===== config.mk =====
export PLATFORM = sky130hd
export DESIGN_NAME = note_scroll_sequencer_flat
export DESIGN_NICKNAME = d
export VERILOG_FILES = /design/src/rtl/note_scroll_sequencer_if.sv /design/src/rtl/note_scroll_sequencer.sv /design/src/flat_wrapper.sv
export SDC_FILE = /design/constraint.sdc
export NUM_CORES = 1
export LEC_CHECK = 0
export BUFFER_PORTS_ARGS = -buffer_cell sky130_fd_sc_hd__buf_2
export CAP_MARGIN = 20
export CELL_PAD_IN_SITES_DETAIL_PLACEMENT = 2
export CELL_PAD_IN_SITES_GLOBAL_PLACEMENT = 2
export CORE_MARGIN = 2
export CORE_UTILIZATION = 30
export CTS_CLUSTER_DIAMETER = 60
export DETAILED_ROUTE_END_ITERATION = 8
export PLACE_DENSITY = 0.8
export SYNTH_ARGS = -nofsm -noshare
export SYNTH_HDL_FRONTEND = slang
export SYNTH_SLANG_ARGS = --single-unit

===== constraint.sdc =====
create_clock -name clk -period 2.1 [get_ports clk]
set_input_delay 0.105 -clock clk [delete_from_list [all_inputs] [get_ports clk]]
set_output_delay 0.105 -clock clk [all_outputs]
set_load 0.05 [all_outputs]

===== src/rtl/note_scroll_sequencer_if.sv =====
// ---------------------------------------------------------------------------
// note_scroll_sequencer_if
//
// Purpose:
//   Bundles the control, note-ROM and playfield signals of the falling-note
//   scroll sequencer so the sequencer and its surroundings connect through
//   one port. clk and reset are kept outside the interface.
//
// Signals:
//   start       sequencer input   one-cycle pulse: begin song from address 0
//   pause       sequencer input   level: freeze frame counter and scrolling
//   rom_data    sequencer input   note ROM output word (LANES bits)
//   rom_addr    sequencer output  note ROM address (ADDR_W bits)
//   rom_rd      sequencer output  one-cycle ROM read strobe
//   new_row     sequencer output  note word to insert at playfield row 0
//   row_shift   sequencer output  one-cycle pulse: shift rows, load new_row
//   scroll_off  sequencer output  pixel offset of all rows within the pitch
//   frame_tick  sequencer output  one-cycle pulse per frame
//   running     sequencer output  song in progress
//   song_done   sequencer output  last note word has been shifted in
//
// Modports:
//   slave   the sequencer itself
//   master  whatever drives the sequencer and consumes its outputs
// ---------------------------------------------------------------------------
interface note_scroll_sequencer_if #(
  parameter int ADDR_W = 13,
  parameter int LANES  = 4
);
  logic              start;
  logic              pause;
  logic [LANES-1:0]  rom_data;
  logic [ADDR_W-1:0] rom_addr;
  logic              rom_rd;
  logic [LANES-1:0]  new_row;
  logic              row_shift;
  logic [7:0]        scroll_off;
  logic              frame_tick;
  logic              running;
  logic              song_done;

  modport slave (
    input  start,
    input  pause,
    input  rom_data,
    output rom_addr,
    output rom_rd,
    output new_row,
    output row_shift,
    output scroll_off,
    output frame_tick,
    output running,
    output song_done
  );

  modport master (
    output start,
    output pause,
    output rom_data,
    input  rom_addr,
    input  rom_rd,
    input  new_row,
    input  row_shift,
    input  scroll_off,
    input  frame_tick,
    input  running,
    input  song_done
  );
endinterface


===== src/rtl/note_scroll_sequencer.sv =====
// ---------------------------------------------------------------------------
// note_scroll_sequencer
//
// Purpose:
//   Single-clock controller for the falling-note playfield. A frame counter
//   produces a frame_tick enable every FRAME_DIV cycles; each tick advances
//   the sub-row scroll offset by STEP pixels. When the offset would reach
//   ROW_PITCH it wraps to 0 and the next LANES-bit note word is fetched from
//   the note ROM (read latency ROM_LAT), then pushed into the playfield row
//   shift-register with a one-cycle row_shift strobe. After SONG_LEN words
//   the sequencer parks in DONE until the next start.
//
// Ports:
//   clk      in  system clock
//   reset    in  synchronous, active-high reset
//   bus      note_scroll_sequencer_if.slave
//              in : start, pause, rom_data
//              out: rom_addr, rom_rd, new_row, row_shift, scroll_off,
//                   frame_tick, running, song_done
//
// Parameters:
//   FRAME_DIV  clk cycles per frame tick (>= ROM_LAT+4 keeps ticks inside RUN)
//   ROW_PITCH  pixels between note rows, scroll wraps here (< 256)
//   STEP       pixels added per frame tick (< ROW_PITCH)
//   ADDR_W     note ROM address width
//   SONG_LEN   number of note words in the song (1..2^ADDR_W)
//   ROM_LAT    note ROM read latency in cycles (>= 1)
//   LANES      note lanes per ROM word
// ---------------------------------------------------------------------------
module note_scroll_sequencer #(
  parameter int FRAME_DIV = 1000000,
  parameter int ROW_PITCH = 20,
  parameter int STEP      = 4,
  parameter int ADDR_W    = 13,
  parameter int SONG_LEN  = 8192,
  parameter int ROM_LAT   = 2,
  parameter int LANES     = 4
) (
  input  logic                   clk,
  input  logic                   reset,
  note_scroll_sequencer_if.slave bus
);

  // -------------------------------------------------------------------------
  // Widths and constants
  // -------------------------------------------------------------------------
  localparam int FC_W = (FRAME_DIV > 1) ? $clog2(FRAME_DIV) : 1;
  localparam int WC_W = (ROM_LAT > 1) ? $clog2(ROM_LAT) : 1;

  localparam logic [FC_W-1:0]   FC_LAST   = FC_W'(FRAME_DIV - 1);
  localparam logic [WC_W-1:0]   WC_LAST   = WC_W'(ROM_LAT - 1);
  localparam logic [ADDR_W-1:0] ADDR_LAST = ADDR_W'(SONG_LEN - 1);

  // The scroll sum is formed one bit wider than scroll_off so that a large
  // STEP close to a large ROW_PITCH can never wrap around 8 bits before the
  // pitch comparison.
  localparam logic [8:0] PITCH_9 = 9'(ROW_PITCH);
  localparam logic [8:0] STEP_9  = 9'(STEP);

  // -------------------------------------------------------------------------
  // FSM encoding
  // -------------------------------------------------------------------------
  typedef enum logic [2:0] {
    S_IDLE  = 3'd0,
    S_RUN   = 3'd1,
    S_FETCH = 3'd2,
    S_WAIT  = 3'd3,
    S_SHIFT = 3'd4,
    S_DONE  = 3'd5
  } state_t;

  state_t r_state;
  state_t w_state_next;

  // -------------------------------------------------------------------------
  // Datapath registers
  // -------------------------------------------------------------------------
  logic [FC_W-1:0]   r_frame_cnt;
  logic [WC_W-1:0]   r_wait_cnt;
  logic [7:0]        r_scroll;
  logic [ADDR_W-1:0] r_addr;
  logic [LANES-1:0]  r_new_row;

  // -------------------------------------------------------------------------
  // Combinational helpers
  // -------------------------------------------------------------------------
  logic       w_active;       // current state is one of the running states
  logic       w_next_active;  // next state is one of the running states
  logic       w_tick;         // frame tick this cycle
  logic       w_run_tick;     // frame tick that the scroll logic acts on
  logic [8:0] w_scroll_sum;
  logic       w_wrap;         // this tick would reach or pass ROW_PITCH
  logic       w_wait_done;    // ROM word is on rom_data this cycle
  logic       w_last_addr;    // word being shifted is the last of the song
  logic       w_start_ok;     // start is honoured only from IDLE or DONE

  // Registered-state decoded outputs
  logic w_rom_rd;
  logic w_row_shift;
  logic w_running;
  logic w_song_done;

  function automatic logic is_active(input state_t s);
    return (s == S_RUN) || (s == S_FETCH) || (s == S_WAIT) || (s == S_SHIFT);
  endfunction

  assign w_active      = is_active(r_state);
  assign w_next_active = is_active(w_state_next);

  // A tick can fire in FETCH/WAIT/SHIFT if FRAME_DIV is set too small; it is
  // still reported on frame_tick but only a tick seen in RUN moves the scroll.
  assign w_tick     = w_active && !bus.pause && (r_frame_cnt == FC_LAST);
  assign w_run_tick = w_tick && (r_state == S_RUN);

  assign w_scroll_sum = {1'b0, r_scroll} + STEP_9;
  assign w_wrap       = (w_scroll_sum >= PITCH_9);

  assign w_wait_done = (r_state == S_WAIT) && (r_wait_cnt == WC_LAST);
  assign w_last_addr = (r_addr == ADDR_LAST);
  assign w_start_ok  = bus.start && ((r_state == S_IDLE) || (r_state == S_DONE));

  // -------------------------------------------------------------------------
  // FSM process 1: state register
  // -------------------------------------------------------------------------
  always_ff @(posedge clk) begin
    if (reset) begin
      r_state <= S_IDLE;
    end else begin
      r_state <= w_state_next;
    end
  end

  // -------------------------------------------------------------------------
  // FSM process 2: next-state logic
  // -------------------------------------------------------------------------
  always_comb begin
    w_state_next = r_state;
    case (r_state)
      S_IDLE: begin
        if (w_start_ok) begin
          w_state_next = S_RUN;
        end
      end
      S_RUN: begin
        if (w_run_tick && w_wrap) begin
          w_state_next = S_FETCH;
        end
      end
      S_FETCH: begin
        w_state_next = S_WAIT;
      end
      S_WAIT: begin
        if (w_wait_done) begin
          w_state_next = S_SHIFT;
        end
      end
      S_SHIFT: begin
        w_state_next = w_last_addr ? S_DONE : S_RUN;
      end
      S_DONE: begin
        if (w_start_ok) begin
          w_state_next = S_RUN;
        end
      end
      default: begin
        w_state_next = S_IDLE;
      end
    endcase
  end

  // -------------------------------------------------------------------------
  // FSM process 3: state-decoded outputs
  // -------------------------------------------------------------------------
  always_comb begin
    w_rom_rd    = 1'b0;
    w_row_shift = 1'b0;
    w_running   = 1'b0;
    w_song_done = 1'b0;
    case (r_state)
      S_RUN: begin
        w_running = 1'b1;
      end
      S_FETCH: begin
        w_running = 1'b1;
        w_rom_rd  = 1'b1;
      end
      S_WAIT: begin
        w_running = 1'b1;
      end
      S_SHIFT: begin
        w_running   = 1'b1;
        w_row_shift = 1'b1;
      end
      S_DONE: begin
        w_song_done = 1'b1;
      end
      default: begin
        w_running = 1'b0;
      end
    endcase
  end

  // -------------------------------------------------------------------------
  // Frame counter: wraps at FRAME_DIV-1, frozen by pause, and forced to 0
  // whenever the FSM is heading into IDLE or DONE so a fresh start always
  // begins a full frame.
  // -------------------------------------------------------------------------
  always_ff @(posedge clk) begin
    if (reset) begin
      r_frame_cnt <= '0;
    end else if (!w_next_active) begin
      r_frame_cnt <= '0;
    end else if (!bus.pause) begin
      if (r_frame_cnt == FC_LAST) begin
        r_frame_cnt <= '0;
      end else begin
        r_frame_cnt <= r_frame_cnt + 1'b1;
      end
    end
  end

  // -------------------------------------------------------------------------
  // Scroll offset: advances on ticks in RUN, wraps to 0 on the row boundary.
  // -------------------------------------------------------------------------
  always_ff @(posedge clk) begin
    if (reset) begin
      r_scroll <= 8'd0;
    end else if (w_start_ok) begin
      r_scroll <= 8'd0;
    end else if (w_run_tick) begin
      if (w_wrap) begin
        r_scroll <= 8'd0;
      end else begin
        r_scroll <= w_scroll_sum[7:0];
      end
    end
  end

  // -------------------------------------------------------------------------
  // ROM latency counter: counts WAIT cycles; rom_data is captured in the
  // last one, which is ROM_LAT cycles after the read strobe.
  // -------------------------------------------------------------------------
  always_ff @(posedge clk) begin
    if (reset) begin
      r_wait_cnt <= '0;
    end else if (r_state == S_WAIT) begin
      r_wait_cnt <= r_wait_cnt + 1'b1;
    end else begin
      r_wait_cnt <= '0;
    end
  end

  // -------------------------------------------------------------------------
  // ROM address: stays put through FETCH/WAIT, advances in SHIFT and wraps
  // to 0 after the last word so DONE already presents the song start.
  // -------------------------------------------------------------------------
  always_ff @(posedge clk) begin
    if (reset) begin
      r_addr <= '0;
    end else if (w_start_ok) begin
      r_addr <= '0;
    end else if (r_state == S_SHIFT) begin
      if (w_last_addr) begin
        r_addr <= '0;
      end else begin
        r_addr <= r_addr + 1'b1;
      end
    end
  end

  // -------------------------------------------------------------------------
  // Note word register: holds the last fetched word until the next fetch
  // completes; only reset clears it.
  // -------------------------------------------------------------------------
  always_ff @(posedge clk) begin
    if (reset) begin
      r_new_row <= '0;
    end else if (w_wait_done) begin
      r_new_row <= bus.rom_data;
    end
  end

  // -------------------------------------------------------------------------
  // Output mapping
  // -------------------------------------------------------------------------
  assign bus.rom_addr   = r_addr;
  assign bus.rom_rd     = w_rom_rd;
  assign bus.new_row    = r_new_row;
  assign bus.row_shift  = w_row_shift;
  assign bus.scroll_off = r_scroll;
  assign bus.frame_tick = w_tick;
  assign bus.running    = w_running;
  assign bus.song_done  = w_song_done;

endmodule

===== src/flat_wrapper.sv =====
// flat-port wrapper written by rule: the top's interface ports become plain ports
module note_scroll_sequencer_flat 
#(
  parameter int FRAME_DIV = 1000000,
  parameter int ROW_PITCH = 20,
  parameter int STEP      = 4,
  parameter int ADDR_W    = 13,
  parameter int SONG_LEN  = 8192,
  parameter int ROM_LAT   = 2,
  parameter int LANES     = 4
)
  (clk, reset, bus_start, bus_pause, bus_rom_data, bus_rom_addr, bus_rom_rd, bus_new_row, bus_row_shift, bus_scroll_off, bus_frame_tick, bus_running, bus_song_done);
  note_scroll_sequencer_if #(.ADDR_W(ADDR_W), .LANES(LANES)) bus_i ();
  input  logic clk;
  input  logic reset;
  input wire logic [$bits(bus_i.start)-1:0] bus_start;
  input wire logic [$bits(bus_i.pause)-1:0] bus_pause;
  input wire logic [$bits(bus_i.rom_data)-1:0] bus_rom_data;
  output wire logic [$bits(bus_i.rom_addr)-1:0] bus_rom_addr;
  output wire logic [$bits(bus_i.rom_rd)-1:0] bus_rom_rd;
  output wire logic [$bits(bus_i.new_row)-1:0] bus_new_row;
  output wire logic [$bits(bus_i.row_shift)-1:0] bus_row_shift;
  output wire logic [$bits(bus_i.scroll_off)-1:0] bus_scroll_off;
  output wire logic [$bits(bus_i.frame_tick)-1:0] bus_frame_tick;
  output wire logic [$bits(bus_i.running)-1:0] bus_running;
  output wire logic [$bits(bus_i.song_done)-1:0] bus_song_done;
  assign bus_i.start = bus_start;
  assign bus_i.pause = bus_pause;
  assign bus_i.rom_data = bus_rom_data;
  assign bus_rom_addr = bus_i.rom_addr;
  assign bus_rom_rd = bus_i.rom_rd;
  assign bus_new_row = bus_i.new_row;
  assign bus_row_shift = bus_i.row_shift;
  assign bus_scroll_off = bus_i.scroll_off;
  assign bus_frame_tick = bus_i.frame_tick;
  assign bus_running = bus_i.running;
  assign bus_song_done = bus_i.song_done;
  note_scroll_sequencer #(.FRAME_DIV(FRAME_DIV), .ROW_PITCH(ROW_PITCH), .STEP(STEP), .ADDR_W(ADDR_W), .SONG_LEN(SONG_LEN), .ROM_LAT(ROM_LAT), .LANES(LANES)) u_core (.clk(clk), .reset(reset), .bus(bus_i));
endmodule

==> results of run 1 <==
==> registers in the layout, summed over array words and instances, names as in the netlist <==
| signal | cells |
|---|---|
| u_core.r_frame_cnt | 20 |
| u_core.r_state | 3 |
| u_core.bus.rom_addr | 13 |
| u_core.r_wait_cnt | 1 |
| u_core.bus.new_row | 4 |
| u_core.bus.scroll_off | 6 |
==> worst reg2reg max path: cells and delay by family, from the launching register on <==
family / cells / cell delay, ns
buf+inv: 1 / 0.20
flops: 1 / 0.36
compound gates: 1 / 0.15
simple gates: 4 / 1.28
==> per-layer routing <==
| layer | share of wire (%) | wire length (um) | up-vias |
|---|---|---|---|
| met1 | 44 | 3070 | 1067 |
| met3 | 2.5 | 174 | 8 |
| met4 | 1.5 | 104 | 0 |
| met5 | 0 | 0 | - |
| li1 | - | - | 1060 |
| met2 | 52 | 3650 | 33 |
==> where the power goes <==
| group | switching [W] | internal, W |
|---|---|---|
| combinational | 0.0000600 | 0.0000308 |
| sequential | 0.00000332 | 0.000893 |
| clock | 0.000323 | 0.000386 |
| total | 0.000386 | 0.00131 |
==> layout make-up <==
| cell class | instances | share of cell area [%] |
|---|---|---|
| Inverter | 6 | 0.763 |
| Clock buffer | 6 | 2.80 |
| Tap cell | 102 | 4.32 |
| Clock inverter | 2 | 1.19 |
| Multi-Input combinational cell | 211 | 46.8 |
| Sequential cell | 47 | 32.3 |
| Timing Repair Buffer | 58 | 11.9 |
==> cell usage after synthesis, types with 3 or more instances <==
library cell and instances:
a21oi_1 12, and3_1 4, and3_2 4, clkbuf_1 5, dfxtp_1 47, ha_1 4
inv_1 6, mux2i_1 6, nand2_1 20, nand3_1 11, nand4_1 8, nand4b_1 5
nor2_1 46, nor2b_1 3, nor3_1 6, nor4_1 4, nor4b_1 3, o21ai_0 6
or3_1 4, xnor2_1 15, xor2_1 14
==> what timing repair did <==
action                     4_1_cts  5_1_grt
buffers inserted                 1        4
setup endpoints to repair        2        3
hold endpoints to repair         0        0
resized for setup                4        7
pin swaps                        1        3
==> logic make-up (layout without fill, tap and decap cells) <==
group                    after synthesis  in the layout  synth area share [%]
XOR/XNOR                              29             29                  10.8
flip-flops                            47             47                  40.1
AO/OA/AOI/OAI                         31             31                  8.37
adder cells (fa/ha/maj)                4              4                  2.13
buffers and inverters                 15             72                  2.77
other                                  1              2                 0.160
AND/OR/NAND/NOR                      139            139                  33.1
multiplexers                           6              6                  2.56
==> metrics by stage <==
step | hold slack [ns] | utilization (%)
global route | 0.0373 | 38.6
global placement | 0.341 | 36.1
floorplan | 0.252 | -
CTS | 0.0255 | 37.9
detailed placement | 0.353 | 36.1
finish | 0.0288 | 38.6
==> worst paths after layout <==
path / slack [ns] / from / to / cells after the start
max: 0.04 / u_core.r_frame_cnt[11] / u_core.bus.scroll_off[4] / 6
min: 0.03 / bus_rom_data[3] / u_core.bus.new_row[3] / 3
min reg2reg: 0.49 / u_core.r_wait_cnt / u_core.r_wait_cnt / 1
max reg2reg: 0.04 / u_core.r_frame_cnt[11] / u_core.bus.scroll_off[4] / 6
==> qor.txt, run 1 <==
Mapped Area = 2350 um2
fmax = 485 MHz
area of the multi-input gates = 1380 um2
Root Buffer = clkbuf_8
Cell variety after synth = 52
Critical Path RT = 2.33 ns
crit-path cells = or3_4, nor4_4, buf_4, nand4_4, or4_1, a31oi_1
CTS Sinks = 47
DR vias = 2,168
initial DRC count = 58
die area = 8550 um2
DRC errors left = 0
Initial Util = 30.7%
gpl congestion = 0.740
Finish-stage setup viols = 0
Post-synth EDFFs = 0
Yosys reg bits = 47
Layout Nets = 341
Warnings, synthesis = 0
synth top area cells = dfxtp_1 (40%), nor2_1 (7.4%), xnor2_1 (5.6%), xor2_1 (5.2%), nand2_1 (3.2%)
first-pass GRT wire length = 11,700 um
clock latency on the worst-skew pair = 0.31 ns
endpoint class of the critical path = register
Synth area leader = dfxtp_1
post-placement cell area = 2760 um2
TritonCTS clock tree = built
pins over their slew limit = 0
MaxCap Viol Count = 0
Buf/Inv on CP = 1
slowest stage delay, CP = 0.51 ns
area growth from synthesis to layout = 25.7%
die span in y = 92.5 um
Max VDD drop = 377 uV
CP startpoint kind = register
core area = 7650 um2
layout cells sized above 1 = 27.3%
GRT busiest layer = met2
pre-CTS setup slack = -0.0232 ns
GR Util All Layers = 17.2%
most common cell after layout, fill and taps aside = nor2_1
wire per inst = 16.2 um
CTS Buffer Depth = 2
Worst Path Arrival = 2.30 ns
Ports = 38
largest net degree at the start of global routing = 15
worst-path fanout max = 4
initial antenna violation count = 0
number of global-route vias before repair = 2,371
row cnt = 32
CP top delay family = simple AND/OR/NAND/NOR gates
total grt overflow = 0
CTS Hold Bufs = 0
met1 Usage GRT = 20.5%
ys async rst share = 0%
overall power = 0.00170 W
M3 GR Usage = 3.01%
Routed WL = 7000 um
H-tree depth = 2
syn avg cell area = 8.63 um2
sequential element share of the synthesized area = 40.1%
CP max stage cell = or4_1
final std cells w/o fill = 432
Storage cell area = 953 um2
Synth Instances = 272
setup_tns = 0 ns
Critical Setup Path Class = reg2reg
final worst path period share = 98.3%
chip width = 92.5 um
# fillers = 871
Num CTS Buffers = 5
status = complete, no violations
# diodes = 0
met2 global-route usage = 30.8%
Hold Crit Class = in2reg
clock-pin slew on the worst setup and hold paths = 0.09 ns
dpl cells = 419
Routed Antenna Nets = 0
most frequent cells in the layout = nor2_1 (46), dfxtp_1 (39), buf_2 (34)
Detailed Routing Iterations Pass 1 = 4
Leak Pwr = 1.14 nW
worst setup margin = 0.0364 ns
port bufs = 35
Most used DFF post-synth = dfxtp_1
area share of the leading cell type in the synthesized netlist = 40.1%
post-DP HPWL = 5220 um
pwr dens = 574 nW/um2
fin area = 2950 um2
Final Hold Viols = 0
post-layout minimum cycle time = 2.06 ns
Clock Skew = 0.00668 ns
via/cell ratio = 5.02
No activity file was read; power rests on OpenSTA's default activity.
==> run 2, diff against run 1 <==
Settings changed: RECOVER_POWER set to 100, SETUP_SLACK_MARGIN set to 0.5.
==> qor.txt, run 2 (synthesized netlist as in run 1, its figures left out) <==
wire per inst = 21.1 um (was 16.2 um)
Num CTS Buffers = 5 (unchanged)
pins over their slew limit = 0 (unchanged)
pre-CTS setup slack = 0.157 ns (was -0.0232 ns)
most common cell after layout, fill and taps aside = nor2_1 (unchanged)
clock-pin slew on the worst setup and hold paths = 0.11 ns (was 0.09 ns)
Detailed Routing Iterations Pass 1 = 5 (was 4)
overall power = 0.00161 W (was 0.00170 W)
layout cells sized above 1 = 40.8% (was 27.3%)
H-tree depth = 2 (unchanged)
total grt overflow = 0 (unchanged)
chip width = 92.5 um (unchanged)
worst slew pin tran = 0.640 ns
slowest stage delay, CP = 0.40 ns (was 0.51 ns)
core area = 7650 um2 (unchanged)
most frequent cells in the layout = nor2_1 (36), buf_4 (34), clkbuf_1 (27) (was nor2_1 (46), dfxtp_1 (39), buf_2 (34))
Hold Crit Class = in2reg (unchanged)
DRC errors left = 0 (unchanged)
CP top delay family = simple AND/OR/NAND/NOR gates (unchanged)
Internal Power = 0.00116 W (was 0.00131 W)
Sw Share = 27.7% (was 22.8%)
Routed WL = 9600 um (was 7000 um)
die area = 8550 um2 (unchanged)
CP startpoint kind = register (unchanged)
sequential share of power = 54.8% (was 52.9%)
Critical Path RT = 2.30 ns (was 2.33 ns)
fmax = 501 MHz (was 485 MHz)
# fillers = 851 (was 871)
worst-path fanout max = 8 (was 4)
Finish-stage setup viols = 0 (unchanged)
die span in y = 92.5 um (unchanged)
Worst slew margin = 57.5%
initial antenna violation count = 0 (unchanged)
net switching power = 0.000446 W (was 0.000386 W)
Clock Skew = 0.0164 ns (was 0.00668 ns)
pwr dens = 463 nW/um2 (was 574 nW/um2)
status = complete, no violations (unchanged)
Gate power share = 7.9% (was 5.4%)
Root Buffer = clkbuf_8 (unchanged)
Clock Power Share = 37.3% (was 41.8%)
Worst Path Arrival = 2.19 ns (was 2.30 ns)
CTS Hold Bufs = 0 (unchanged)
Buf/Inv on CP = 2 (was 1)
gpl congestion = 0.750 (was 0.740)
most flop-heavy register = u_core.r_frame_cnt (unchanged)
area growth from synthesis to layout = 47.9% (was 25.7%)
via/cell ratio = 5.24 (was 5.02)
final worst path period share = 95.1% (was 98.3%)
Layout Nets = 364 (was 341)
GR Util All Layers = 18.4% (was 17.2%)
CTS Sinks = 47 (unchanged)
post-layout minimum cycle time = 2.00 ns (was 2.06 ns)
max reg flops = 20 (unchanged)
largest net degree at the start of global routing = 17 (was 15)
MaxCap Viol Count = 0 (unchanged)
Max VDD drop = 270 uV (was 377 uV)
CP max stage cell = or3_4 (was or4_1)
Critical Setup Path Class = reg2reg (unchanged)
clock latency on the worst-skew pair = 0.32 ns (was 0.31 ns)
crit-path cells = buf_6, nor3b_2, o21a_1, or3_4, nand3b_1, clkbuf_2, nor2_1 (was or3_4, nor4_4, buf_4, nand4_4, or4_1, a31oi_1)
TritonCTS clock tree = built (unchanged)
worst setup margin = 0.103 ns (was 0.0364 ns)
row cnt = 32 (unchanged)
CTS Buffer Depth = 2 (unchanged)
Ports = 38 (unchanged)
port bufs = 35 (unchanged)
setup_tns = 0 ns (unchanged)
# diodes = 0 (unchanged)
RSZ-0062 raised after global routing = yes
post-DP HPWL = 4980 um (was 5220 um)
Routed Antenna Nets = 0 (unchanged)
Final Hold Viols = 0 (unchanged)
first-pass GRT wire length = 12,500 um (was 11,700 um)
initial DRC count = 60 (was 58)
number of global-route vias before repair = 2,487 (was 2,371)
Leak Pwr = 1.20 nW (was 1.14 nW)
Initial Util = 30.7% (unchanged)
endpoint class of the critical path = register (unchanged)
DR vias = 2,386 (was 2,168)
## run 2: cell types whose count changed in the layout (fill, tap and decap cells not counted), moves of 5 or more
cell      before  now
nor2_1        46   36
buf_2         34    7
nor2_2         0    6
clkbuf_1       0   27
buf_6          0   10
and3_4         1    6
dfxtp_1       39   26
dfxtp_4        1   17
nand3_1       11    6
nand3_2        0    5
buf_4         24   34
## run 2: power groups by stage
| stage | sequential (W) | clock [W] | combinational, W |
|---|---|---|---|
| global placement | 0.000908 | 0 | 0.0000814 |
| floorplan | 0.000904 | 0 | 0.0000645 |
| CTS | 0.000882 | 0.000605 | 0.000109 |
| detailed placement | 0.000909 | 0 | 0.0000850 |
| global route | 0.000882 | 0.000648 | 0.000134 |
| finish | 0.000881 | 0.000599 | 0.000127 |
## run 2: layer usage
metal | part of all wire, % | GRT usage (%)
met3 | 2.0 | 3.09
met4 | 1.9 | 4.48
met5 | 0 | 0
met1 | 39 | 20.6
met2 | 57 | 35.6
## run 2: layout make-up
cell class / count / area [um2] / share of cell area (%)
clock inverters: 3 / 23.8 / 0.685
multi-input cells: 211 / 1680 / 48.5
inverters: 6 / 26.3 / 0.757
repair buffers: 81 / 532 / 15.3
well taps: 102 / 128 / 3.68
clock buffers: 5 / 68.8 / 1.98
flip-flops and latches: 47 / 1010 / 29.1
## run 2: worst paths after layout
check	startpoint	endpoint	slack [ns]	depth (start not counted)
min	bus_rom_data[3]	u_core.bus.new_row[3]	0.03	3
max	u_core.r_state[2]	u_core.r_frame_cnt[12]	0.10	7
max reg2reg	u_core.r_state[2]	u_core.r_frame_cnt[12]	0.10	7
min reg2reg	u_core.r_wait_cnt	u_core.r_wait_cnt	0.51	1
## run 2: timing repair
action,CTS,global route
cloned,1,0
buffers inserted,19,17
setup endpoints to repair,49,46
resized for setup,43,43
pin swaps,25,20
## run 2: worst register-to-register path, cell delays in order (launching register included)
cell and delay [ns]:
dfxtp_1 0.38, buf_6 0.17, nor3b_2 0.17, o21a_1 0.21, or3_4 0.40, nand3b_1 0.18
clkbuf_2 0.30, nor2_1 0.07
## run 2: per-stage QoR
step | cells | instance area (um2) | hold slack (ns) | util [%]
detailed placement | 410 | 2860 | 0.360 | 37.4
finish | 455 | 3470 | 0.0252 | 45.4
CTS | 438 | 3240 | 0.0290 | 42.3
floorplan | 273 | 2560 | 0.252 | -
global placement | 410 | 2860 | 0.339 | 37.4
global route | 455 | 3470 | 0.0445 | 45.4
